[src/rtl/pot_scanner.sv]
// Round-robin scanner for a bank of MCP300x-style SPI ADCs. It keeps a
// hysteresis-filtered copy of every pot and pulses out each stored change.
module pot_scanner #(
    parameter int  NUM_ADCS   = 2,
    parameter int  CH_PER_ADC = 8,
    parameter int  ADC_BITS   = 10,
    parameter int  CLK_DIV    = 4,
    parameter int  HYST       = 4,
    localparam int NUM_POTS   = NUM_ADCS * CH_PER_ADC,
    localparam int IW         = (NUM_POTS > 1) ? $clog2(NUM_POTS) : 1
) (
    input  logic                         clk,
    input  logic                         rst,
    input  logic                         scan_enable,
    input  logic                         cipo,
    output logic                         copi,
    output logic                         dclk,
    output logic [NUM_ADCS-1:0]          cs_n,
    output logic [NUM_POTS*ADC_BITS-1:0] pot_values,
    output logic                         change_valid,
    output logic [IW-1:0]                change_index,
    output logic [ADC_BITS-1:0]          change_value,
    output logic                         scan_done
);
    localparam int FRAME_PERIODS = 6 + ADC_BITS;
    localparam int DATA_START    = 6;
    localparam int PW            = $clog2(FRAME_PERIODS);
    localparam int DW            = $clog2(2 * CLK_DIV);
    localparam int CW            = (NUM_ADCS > 1) ? $clog2(NUM_ADCS) : 1;
    localparam logic [ADC_BITS:0] HYST_W = (ADC_BITS + 1)'(HYST);

    typedef enum logic [2:0] {IDLE, SETUP, SHIFT, UPDATE, GAP} state_t;

    state_t                state_reg, state_next;
    logic [DW-1:0]         div_reg, div_next;
    logic [PW-1:0]         period_reg, period_next;
    logic                  dclk_reg, dclk_next;
    logic                  copi_reg, copi_next;
    logic [NUM_ADCS-1:0]   cs_n_reg, cs_n_next;
    logic [ADC_BITS-1:0]   shift_reg, shift_next;
    logic [CW-1:0]         chip_reg, chip_next, chip_adv;
    logic [2:0]            ch_reg, ch_next, ch_adv;
    logic                  change_valid_reg, change_valid_next;
    logic [IW-1:0]         change_index_reg, change_index_next;
    logic [ADC_BITS-1:0]   change_value_reg, change_value_next;
    logic                  scan_done_reg, scan_done_next;
    logic [ADC_BITS-1:0]   pot_mem [NUM_POTS];
    logic [NUM_POTS-1:0]   valid_reg;

    logic [IW-1:0]         p_cur;
    logic [ADC_BITS-1:0]   stored;
    logic [ADC_BITS:0]     diff, abs_diff;
    logic                  write_en;

    // Command word: start, single-ended, channel[2:0]; zeros afterwards.
    function automatic logic cmd_bit(input logic [PW-1:0] period, input logic [2:0] ch);
        case (period)
            PW'(0), PW'(1): cmd_bit = 1'b1;
            PW'(2):         cmd_bit = ch[2];
            PW'(3):         cmd_bit = ch[1];
            PW'(4):         cmd_bit = ch[0];
            default:        cmd_bit = 1'b0;
        endcase
    endfunction

    function automatic logic [NUM_ADCS-1:0] chip_sel_n(input logic [CW-1:0] chip);
        chip_sel_n       = '1;
        chip_sel_n[chip] = 1'b0;
    endfunction

    assign p_cur = IW'(int'(chip_reg) * CH_PER_ADC + int'(ch_reg));

    always_comb begin
        ch_adv   = ch_reg + 3'd1;
        chip_adv = chip_reg;
        if (ch_reg == 3'(CH_PER_ADC - 1)) begin
            ch_adv   = 3'd0;
            chip_adv = (chip_reg == CW'(NUM_ADCS - 1)) ? '0 : chip_reg + 1'b1;
        end
    end

    // The decision is taken as the frame ends so the pulse lands in UPDATE.
    assign stored   = pot_mem[p_cur];
    assign diff     = {1'b0, shift_reg} - {1'b0, stored};
    assign abs_diff = diff[ADC_BITS] ? (~diff + 1'b1) : diff;
    assign write_en = !valid_reg[p_cur] || ((shift_reg != stored) && (abs_diff >= HYST_W));

    always_comb begin
        state_next        = state_reg;
        div_next          = div_reg;
        period_next       = period_reg;
        dclk_next         = dclk_reg;
        copi_next         = copi_reg;
        cs_n_next         = cs_n_reg;
        shift_next        = shift_reg;
        chip_next         = chip_reg;
        ch_next           = ch_reg;
        change_valid_next = 1'b0;
        scan_done_next    = 1'b0;
        change_index_next = change_index_reg;
        change_value_next = change_value_reg;
        case (state_reg)
            IDLE: begin
                if (scan_enable) begin
                    state_next  = SETUP;
                    div_next    = '0;
                    period_next = '0;
                    copi_next   = 1'b1;
                    cs_n_next   = chip_sel_n(chip_reg);
                end
            end
            SETUP: begin
                if (div_reg == DW'(CLK_DIV - 1)) begin
                    state_next = SHIFT;
                    div_next   = '0;
                end else begin
                    div_next = div_reg + 1'b1;
                end
            end
            SHIFT: begin
                if (div_reg == DW'(CLK_DIV - 1)) begin
                    div_next = '0;
                    if (!dclk_reg) begin
                        dclk_next = 1'b1;
                        if (period_reg >= PW'(DATA_START))
                            shift_next = {shift_reg[ADC_BITS-2:0], cipo};
                    end else begin
                        dclk_next = 1'b0;
                        if (period_reg == PW'(FRAME_PERIODS - 1)) begin
                            state_next     = UPDATE;
                            cs_n_next      = '1;
                            copi_next      = 1'b0;
                            scan_done_next = (p_cur == IW'(NUM_POTS - 1));
                            if (write_en) begin
                                change_valid_next = 1'b1;
                                change_index_next = p_cur;
                                change_value_next = shift_reg;
                            end
                        end else begin
                            period_next = period_reg + 1'b1;
                            copi_next   = cmd_bit(period_reg + 1'b1, ch_reg);
                        end
                    end
                end else begin
                    div_next = div_reg + 1'b1;
                end
            end
            UPDATE: begin
                state_next = GAP;
                div_next   = '0;
            end
            GAP: begin
                if (div_reg == DW'(2 * CLK_DIV - 1)) begin
                    div_next  = '0;
                    chip_next = chip_adv;
                    ch_next   = ch_adv;
                    if (scan_enable) begin
                        state_next  = SETUP;
                        period_next = '0;
                        copi_next   = 1'b1;
                        cs_n_next   = chip_sel_n(chip_adv);
                    end else begin
                        state_next = IDLE;
                    end
                end else begin
                    div_next = div_reg + 1'b1;
                end
            end
            default: state_next = IDLE;
        endcase
    end

    always_ff @(posedge clk or negedge rst) begin
        if (!rst) begin
            state_reg        <= IDLE;
            div_reg          <= '0;
            period_reg       <= '0;
            dclk_reg         <= 1'b0;
            copi_reg         <= 1'b0;
            cs_n_reg         <= '1;
            shift_reg        <= '0;
            chip_reg         <= '0;
            ch_reg           <= '0;
            change_valid_reg <= 1'b0;
            change_index_reg <= '0;
            change_value_reg <= '0;
            scan_done_reg    <= 1'b0;
            valid_reg        <= '0;
            for (int i = 0; i < NUM_POTS; i++) pot_mem[i] <= '0;
        end else begin
            state_reg        <= state_next;
            div_reg          <= div_next;
            period_reg       <= period_next;
            dclk_reg         <= dclk_next;
            copi_reg         <= copi_next;
            cs_n_reg         <= cs_n_next;
            shift_reg        <= shift_next;
            chip_reg         <= chip_next;
            ch_reg           <= ch_next;
            change_valid_reg <= change_valid_next;
            change_index_reg <= change_index_next;
            change_value_reg <= change_value_next;
            scan_done_reg    <= scan_done_next;
            if (state_reg == UPDATE && change_valid_reg) begin
                pot_mem[change_index_reg]   <= change_value_reg;
                valid_reg[change_index_reg] <= 1'b1;
            end
        end
    end

    genvar gi;
    generate
        for (gi = 0; gi < NUM_POTS; gi++) begin : g_flat
            assign pot_values[gi*ADC_BITS +: ADC_BITS] = pot_mem[gi];
        end
    endgenerate

    assign copi         = copi_reg;
    assign dclk         = dclk_reg;
    assign cs_n         = cs_n_reg;
    assign change_valid = change_valid_reg;
    assign change_index = change_index_reg;
    assign change_value = change_value_reg;
    assign scan_done    = scan_done_reg;
endmodule
[config.mk]
export PLATFORM = sky130hd
export DESIGN_NAME = pot_scanner
export DESIGN_NICKNAME = d
export VERILOG_FILES = /design/src/rtl/pot_scanner.sv
export SDC_FILE = /design/constraint.sdc
export NUM_CORES = 1
export LEC_CHECK = 0
export CORE_MARGIN = 8
export CORE_UTILIZATION = 45
export CTS_BUF_LIST = sky130_fd_sc_hd__clkbuf_2 sky130_fd_sc_hd__clkbuf_4 sky130_fd_sc_hd__clkbuf_8
export CTS_CLUSTER_DIAMETER = 50
export DETAILED_ROUTE_END_ITERATION = 16
export HOLD_SLACK_MARGIN = 0.06
export PLACE_DENSITY_LB_ADDON = 0.05
export SYNTH_ARGS = -nofsm -noshare
export SYNTH_HDL_FRONTEND = slang
export SYNTH_SLANG_ARGS = --single-unit
[constraint.sdc]
create_clock -name clk -period 6.3 [get_ports clk]
set_input_delay 0.945 -clock clk [delete_from_list [all_inputs] [get_ports clk]]
set_output_delay 0.945 -clock clk [all_outputs]
set_load 0.05 [all_outputs]
==> results of run 1 <==
layout by cell type, fill, tap and decap left out, types with 4 or more instances in the layout:
| cell | n |
|---|---|
| dfrtp_1 | 216 |
| clkdlybuf4s50_1 | 182 |
| mux2_2 | 174 |
| mux4_2 | 55 |
| clkbuf_8 | 55 |
| nand2_1 | 36 |
| nor2_1 | 30 |
| buf_4 | 24 |
| nor2b_1 | 22 |
| ha_1 | 22 |
| inv_1 | 19 |
| o21ai_0 | 19 |
| nand3_1 | 16 |
| a21oi_1 | 14 |
| nand2b_1 | 14 |
| a21boi_0 | 14 |
| a41oi_1 | 14 |
| o21ai_2 | 11 |
| or2_2 | 10 |
| clkbuf_4 | 10 |
| nor3_1 | 8 |
| and3_1 | 6 |
| xnor2_1 | 5 |
| or3_1 | 5 |
| xor2_1 | 4 |
| a211oi_1 | 4 |
| a31oi_1 | 4 |
metrics by stage:
step	setup WS [ps]	hold slack [ps]	cell area [um^2]
6_report	1220	399	14300
5_1_grt	878	448	14300
4_1_cts	1170	421	14300
3_5_place_dp	1200	451	13300
3_3_place_gp	1240	446	13300
2_1_floorplan	1580	429	11100
synthesized netlist by cell type (2+ instances only):
cell type  number
dfrtp_1       218
mux2_2        174
mux4_2         55
nand2_1        36
clkbuf_1       32
nor2_1         31
ha_1           22
nor2b_1        22
inv_1          19
o21ai_0        19
nand3_1        16
a21boi_0       14
a21oi_1        14
a41oi_1        14
buf_1          14
nand2b_1       14
o21ai_2        11
or2_2          10
buf_2           9
nor3_1          9
and3_1          6
a211oi_1        5
or3_1           5
xnor2_1         5
a31oi_1         4
xor2_1          4
a2111oi_0       3
nand3b_1        3
nand4_1         3
o211ai_1        3
o21a_1          3
o32ai_1         3
a211o_1         2
a21o_1          2
a21oi_2         2
a21oi_4         2
and2_1          2
dfstp_2         2
mux2i_1         2
power breakdown:
part | internal [mW] | switching [mW]
Clock | 0.921 | 0.622
Sequential | 1.44 | 0.0324
Combinational | 0.0688 | 0.113
worst paths after layout:
path / end / depth (start not counted)
worst max-delay path: change_value[1] / 13
worst min-delay path: pot_values[89] / 1
worst max register to register: change_value[1] / 13
worst min register to register: valid_reg[9] / 1
max in group asynchronous: ch_reg[0] / 2
min in group clk: valid_reg[9] / 1
final cells by class:
type,count,area (um^2)
multi-input combinational,539,5300
tap,324,405
clock buffer,65,832
inverter,19,71.3
timing repair buffer,209,2060
fill,2021,10000
sequential,220,5510
clock inverter,7,101
per-layer routing:
| metal | share of wire, % | routed length, um | vias to the layer above | global-route usage (%) |
|---|---|---|---|---|
| met5 | 0 | 0 | - | 0 |
| met4 | 2.4 | 801 | 0 | 6.50 |
| met3 | 6.5 | 2200 | 52 | 5.66 |
| met2 | 47 | 15900 | 252 | 35.6 |
| met1 | 44 | 15000 | 4074 | 30.5 |
| li1 | - | - | 3509 | - |
cells by family after synthesis:
group / Yosys count / share of synthesized area [%]
multiplexers: 231 / 28.9
AND/OR/NAND/NOR: 162 / 7.52
buffers and inverters: 78 / 2.99
adder cells (fa/ha/maj): 23 / 2.65
AO/OA/AOI/OAI: 114 / 7.69
flip-flops: 220 / 49.5
XOR/XNOR: 9 / 0.708
==> results.ini, run 1 <==
[outcome]
status=complete, no violations

[clocking]
clock-root-buffer=clkbuf_8
worstSkewPairLatency_ps=550
cts_sinks=220
clock_path_buffers=3
cts_tree=done
cts_resized=0
clk_pin_slew_worst_paths_ps=60
cts_setup_buffers=0
cts_buffers=42
hold_buffers=0
h-tree-depth=2

[finish]
fin_util_pct=58.7
fin_cells=1383
largest_reg_flops=160
final_layout_size_suffix_gt1_share_pct=34.4
fin_nets=1058
n_antenna_cell=0
syn2layout_area_growth_pct=28.3

[worst_setup_path]
crit_required_ps=6700
crit_slowest_cell=dfrtp_4
r2r-start=ch_reg[0]
cpPeakStageDelay_ps=700
startpoint=ch_reg[0]
crit_buf_inv=2
critical_path.top_delay_family=compound AO/OA/AOI/OAI gates
reg2reg_slack_ps=1220
worst-setup-path-type=flip-flop to flip-flop
worstSetupEndpointType=flip-flop
crit_chain=buf_12, mux4_2, mux4_2, inv_1, ha_1, a21oi_4, o21ai_2, o211a_1, a211o_1, or4b_4, a21oi_4, and4_4, o21ai_0
crit_path_start_kind=flip-flop
worstPathArrival_ps=5480
cp_max_fo=20

[detailed_routing]
vias_per_cell=5.70
dr.pass1.iters=5
vias=7887
drtIter0Drc=490
wl_per_cell_um=24.5
routed_wl_um=33900
ant_nets=0
drc=0

[timing]
rsz0062_at_grt=false
worst_slew_pin_slew_ps=951
report.final.setup_viol=0
maxSlewViolCount=0
finalCritPeriodShare_pct=80.6
clock-skew-final_ps=31.6
finalSetupTns_ps=0
hold_violations=0
finalCriticalPeriod_ps=5080
fmax_ghz=0.197
max_slew_margin_pct=36.6

[logic_synthesis]
synth-seq-cells=220
synth.top_cell.area_share_pct=49.0
async_flop_share_pct=100
yosys.area.top_type=dfrtp_1
netlist_instances=837
synth_edf_count=0
avgSynthCellArea_um2=13.3
syn_nets=864
synthesis.area_um2=11100
synth_cell_types=62
ys.flop_type=dfrtp_1
synth_seq_area_share_pct=49.5
ys_warn_count=0
synthTopCellsByArea=dfrtp_1 49%, mux2_2 18%, mux4_2 11%, ha_1 2.5%, nor2b_1 1.2%

[global_route]
overflow=0
grt_pass1_vias=8145
antenna_found_initial=1
track_usage_pct=22.6
grt_pass1_wl_um=52500
grt_max_degree=86

[floorplan]
rows=57
die-area_um2=30000
start_util_pct=45.7
ios=184
die_w_um=173
die_h_um=173
core_um2=24300

[hold_path]
hold_path_class=input pin to asynchronous set/reset pin

[power]
power.density_nw_per_um2=224
finalPower_mw=3.19
p_leak_nw=6.43
ir_drop_mv=0.140

[place]
post-place-cells=1311
dp_hpwl_um=23700
numPortBuffers=183
gp_congestion=0.842

[run]
max_cap_violations=0

(Power assumes the default switching activity.)
==> inputs of run 2 (changes only) <==
==> constraint.sdc (replaced) <==
create_clock -name clk -period 5.25 [get_ports clk]
set_input_delay 0.7875 -clock clk [delete_from_list [all_inputs] [get_ports clk]]
set_output_delay 0.7875 -clock clk [all_outputs]
set_load 0.05 [all_outputs]
==> run 2 against run 1 <==
Hold slack lost 160 ps. Via count down 0.87%. Final area about the same. Flip-flop and latch count is the same. Clock power up 18%. Sequential share of layout area hardly changed. Combinational power grew 22%. Largest power group unchanged.
==> results.ini, run 2 (synthesized netlist as in run 1, its figures left out) <==
[outcome]
status=complete, no violations

[timing]
rsz0062_at_grt=false
worst_slew_pin_slew_ps=1010
fmax_ghz=0.205
finalSetupTns_ps=0
finalCritPeriodShare_pct=92.7
holdWs_ps=235
maxSlewViolCount=0
clock-skew-final_ps=27.2
hold_violations=0
max_slew_margin_pct=32.7
report.final.setup_viol=0
finalCriticalPeriod_ps=4870

[clocking]
cts_setup_buffers=0
h-tree-depth=2
clock-root-buffer=clkbuf_8
clock_path_buffers=3
cts_tree=done
hold_buffers=0
cts_buffers=41
cts_resized=0
clk_pin_slew_worst_paths_ps=60
worstSkewPairLatency_ps=540
cts_sinks=220

[global_route]
grt_max_degree=88
antenna_found_initial=1
track_usage_pct=22.7
overflow=0
grt_pass1_wl_um=53200
grt_pass1_vias=8380

[detailed_routing]
drc=0
routed_wl_um=34100
vias=7818
dr.pass1.iters=7
wl_per_cell_um=24.6
drtIter0Drc=477
ant_nets=0
vias_per_cell=5.64

[worst_setup_path]
cp_max_fo=15
cp_common_cell=mux4_2
crit_slowest_cell=dfrtp_4
critical_path.top_delay_family=simple AND/OR/NAND/NOR gates
crit_chain=buf_4, mux4_2, mux4_2, ha_1, inv_1, fa_1, nand3_1, a21bo_2, and2_1, or4_1, a211o_1, nand2_1, and4_4, o21ai_0
crit_buf_inv=2
worstPathArrival_ps=5270
r2r-start=ch_reg[0]
crit_path_start_kind=flip-flop
crit_required_ps=5660
rr_worst_depth=14
reg2reg_slack_ps=380
cp.depth=14
worst-setup-path-type=flip-flop to flip-flop
worstSetupEndpointType=flip-flop
cpPeakStageDelay_ps=590
r2r_end=change_value[1]

[floorplan]
rows=57
die_h_um=173
die-area_um2=30000
ios=184
die_w_um=173
start_util_pct=45.7
core_um2=24300

[finish]
final_cell_mix=216 x dfrtp_1, 182 x clkdlybuf4s50_1, 174 x mux2_2, 56 x clkbuf_8, 55 x mux4_2
largest_reg_flops=160
final_cell_area_um2=14300
n_antenna_cell=0
layout_commonest_cell=dfrtp_1
seq_area_um2=5510
syn2layout_area_growth_pct=28.5
fin_cells=1386
fin_nets=1057
multiInputGateArea_um2=5310
final_layout_size_suffix_gt1_share_pct=34.8
fillCellCount=1991

[power]
finalPower_mw=3.81
power.density_nw_per_um2=266
p_leak_nw=6.44
switching_power_uw=930
swShare_pct=24.4
ir_drop_mv=0.165
power_frac_comb_pct=5.8
internal_power_mw=2.88
sequentialPowerShare_pct=46.2
p_clk_share_pct=47.9

[place]
numPortBuffers=183
gp_congestion=0.854
place_area_um2=13400
dp_hpwl_um=23800
post-place-cells=1311

[run]
max_cap_violations=0

[hold_path]
hold_path_class=input pin to asynchronous set/reset pin

-- run 2: cell count changes in the layout (fill, tap and decap cells not counted) --
cell,previous run,this run
nor2_1,30,27
clkinv_2,2,7
buf_4,24,23
clkbuf_4,10,9
bufinv_16,2,1
clkbuf_8,55,56
nor2_2,1,4
buf_12,2,3
clkinvlp_4,2,1
-- run 2: worst register-to-register path, delay by kind of cell (launching register included) --
kind / cells / cell delay [ps]
mux: 2 / 1090
flops: 1 / 590
compound gates: 3 / 840
buf+inv: 2 / 390
simple gates: 5 / 1320
fa+ha+maj: 2 / 490
-- run 2: worst max-delay path by stage --
stage | from | endpoint | slack, ps
floorplan | ch_reg[0] | change_index[0] | 530
global placement | ch_reg[0] | change_index[3] | 380
detailed placement | ch_reg[0] | change_index[3] | 380
CTS | ch_reg[0] | change_value[1] | 350
global route | ch_reg[0] | change_value[9] | 150
finish | ch_reg[0] | change_value[1] | 380
-- run 2: through the flow --
stage / setup slack (ps) / utilization, %
6_report: 382 / 58.8
5_1_grt: 154 / 58.8
4_1_cts: 346 / 58.8
3_5_place_dp: 377 / 55.0
3_3_place_gp: 384 / 55.0
2_1_floorplan: 533 / -
-- run 2: final cells by class --
class                   instances  area share, %
inverters                      19          0.499
well taps                     324           2.84
clock buffers                  65           5.87
flip-flops and latches        220           38.6
clock inverters                10          0.622
multi-input cells             539           37.1
repair buffers                209           14.5
-- run 2: power by group through the flow --
stage               registers (mW)  clock network [mW]  logic, mW
finish                        1.76                1.82      0.222
global placement              1.79                   0      0.224
detailed placement            1.79                   0      0.225
global route                  1.76                1.95      0.250
floorplan                     1.78                   0      0.143
CTS                           1.76                1.86      0.226
-- run 2: layer usage --
metal	vias to the layer above	GRT usage (%)	part of all wire, %	wire (um)
met5	-	0	0	0
met4	0	5.96	1.8	602
met3	40	6.43	7.0	2400
met2	244	36.4	48	16300
met1	4038	30.0	44	14900
li1	3496	-	-	-
==> inputs of run 3 (changes only) <==
--- a/config.mk
+++ b/config.mk
@@ -5,13 +5,12 @@
 export SDC_FILE = /design/constraint.sdc
 export NUM_CORES = 1
 export LEC_CHECK = 0
-export CORE_MARGIN = 8
 export CORE_UTILIZATION = 45
 export CTS_BUF_LIST = sky130_fd_sc_hd__clkbuf_2 sky130_fd_sc_hd__clkbuf_4 sky130_fd_sc_hd__clkbuf_8
 export CTS_CLUSTER_DIAMETER = 50
 export DETAILED_ROUTE_END_ITERATION = 16
 export HOLD_SLACK_MARGIN = 0.06
-export PLACE_DENSITY_LB_ADDON = 0.05
+export PLACE_DENSITY = 0.69
 export SYNTH_ARGS = -nofsm -noshare
 export SYNTH_HDL_FRONTEND = slang
 export SYNTH_SLANG_ARGS = --single-unit
==> run 3 against run 2 <==
Setup slack gained 130 ps. First-iteration DRC count shrank 1.3%. Utilization shrank 0.23 points. Cell count shrank 0.51%. Non-clock buffer count shrank 2. Die area shrank 16%. Routed wire length shrank 6.7%. Maximum frequency grew 2.7%. Critical path depth is the same. Clock skew shrank 6.3 ps. Total power shrank 3.3%. Hold slack gained 95 ps. Critical endpoint is now change_value[9]. Largest cell class unchanged. Largest power group is now sequential cells.
==> results.ini, run 3 (synthesized netlist as in run 1, its figures left out) <==
[outcome]
status=complete, no violations

[detailed_routing]
dr.pass1.iters=5
routed.top_layer=met4
vias_per_cell=5.71
drc=0
ant_nets=0
vias=7871
met1_length_um=13700
wl_met2_um=15100
drtIter0Drc=471
routed_wl_um=31800
met3_length_um=2370
wl_per_cell_um=23.1

[clocking]
cts_buffers=39
worstSkewPairLatency_ps=540
clk_pin_slew_worst_paths_ps=60
hold_buffers=0
cts_setup_buffers=0
clock-root-buffer=clkbuf_8
cts_resized=0
cts_tree=done
h-tree-depth=2
clock_path_buffers=3
cts_sinks=220

[power]
ir_drop_mv=0.337
power_frac_comb_pct=5.8
p_clk_share_pct=46.3
switching_power_uw=896
p_leak_nw=6.39
swShare_pct=24.4
finalPower_mw=3.68
power.density_nw_per_um2=259
internal_power_mw=2.78
sequentialPowerShare_pct=47.9

[worst_setup_path]
crit_path_start_kind=flip-flop
r2r_end=change_value[9]
crit_buf_inv=2
reg2reg_slack_ps=510
worstSetupEndpointType=flip-flop
worst-setup-path-type=flip-flop to flip-flop
worstPathArrival_ps=5140
crit_slowest_cell=dfrtp_4
crit_chain=buf_4, mux4_2, mux4_2, ha_1, inv_1, fa_1, nand3_1, a21bo_2, and2_1, or4_1, a211o_1, nand2_1, and4_4, o21ai_0
crit_required_ps=5650
r2r-start=ch_reg[0]
rr_worst_depth=14
cp_max_fo=18
cpPeakStageDelay_ps=660
cp_common_cell=mux4_2
critical_path.top_delay_family=simple AND/OR/NAND/NOR gates

[finish]
layout_commonest_cell=dfrtp_1
final_cell_area_um2=14200
fin_util_pct=58.5
n_antenna_cell=0
syn2layout_area_growth_pct=27.6
fillCellCount=2023
final_cell_mix=216 x dfrtp_1, 182 x clkdlybuf4s50_1, 174 x mux2_2, 55 x mux4_2, 48 x clkbuf_8
largest_reg_flops=160
fin_nets=1053
final_layout_size_suffix_gt1_share_pct=34.2

[place]
numPortBuffers=183
gp_congestion=0.850
dp_hpwl_um=21900
place_area_um2=13300

[timing]
holdWs_ps=330
worst_slew_pin_slew_ps=1210
maxSlewViolCount=0
max_slew_margin_pct=18.8
clock-skew-final_ps=20.9
finalSetupTns_ps=0
report.final.setup_viol=0
fmax_ghz=0.211
rsz0062_at_grt=false
hold_violations=0
finalCritPeriodShare_pct=90.3
finalCriticalPeriod_ps=4740

[floorplan]
die-area_um2=25400
ios=184
start_util_pct=45.9
rows=57
die_w_um=159
die_h_um=159
core_um2=24200

[global_route]
grt_pass1_wl_um=49500
grt_pass1_vias=8087
grt_max_degree=132
overflow=0
track_usage_pct=25.6
antenna_found_initial=0

[hold_path]
hold_path_class=input pin to asynchronous set/reset pin

[run]
max_cap_violations=0

-- run 3: cell count changes in the layout (fill, tap and decap cells not counted), sizes merged --
cell	previous run	this run
buf	27	25
inv	19	20
clkbuf	65	61
clkinv	8	5
clkinvlp	1	2
-- run 3: layer usage --
layer  vias up  GRT usage (%)
li1       3493              -
met1      4101           34.4
met2       236           40.5
met3        41           7.48
met4         0           6.82
met5         -              0
-- run 3: how the worst max path moves through the flow --
stage | from | endpoint | slack [ps] | cells after the start
floorplan | ch_reg[0] | change_index[0] | 530 | 16
global placement | ch_reg[0] | change_value[0] | 520 | 13
detailed placement | ch_reg[0] | change_value[9] | 490 | 14
CTS | ch_reg[0] | change_value[9] | 470 | 14
global route | ch_reg[0] | change_value[1] | 260 | 14
finish | ch_reg[0] | change_value[9] | 510 | 14
-- run 3: cell type report --
class,instances,area [um^2],share of cell area (%)
multi-input cells,539,5300,37.3
flip-flops and latches,220,5510,38.8
repair buffers,207,2050,14.5
well taps,324,405,2.86
inverters,19,71.3,0.503
clock buffers,61,758,5.34
clock inverters,9,90.1,0.635
-- run 3: power groups by stage --
stage	Sequential (mW)	Clock [mW]	Combinational, mW
3_5_place_dp	1.79	0	0.219
6_report	1.76	1.70	0.215
3_3_place_gp	1.79	0	0.216
2_1_floorplan	1.78	0	0.143
5_1_grt	1.76	1.81	0.241
4_1_cts	1.76	1.73	0.219
-- run 3: through the flow --
step                      instances  setup WS [ps]
after floorplan                 837            533
after global placement         1309            516
after detailed placement       1309            495
after CTS                      1379            466
after global routing           1379            259
final                          1379            510
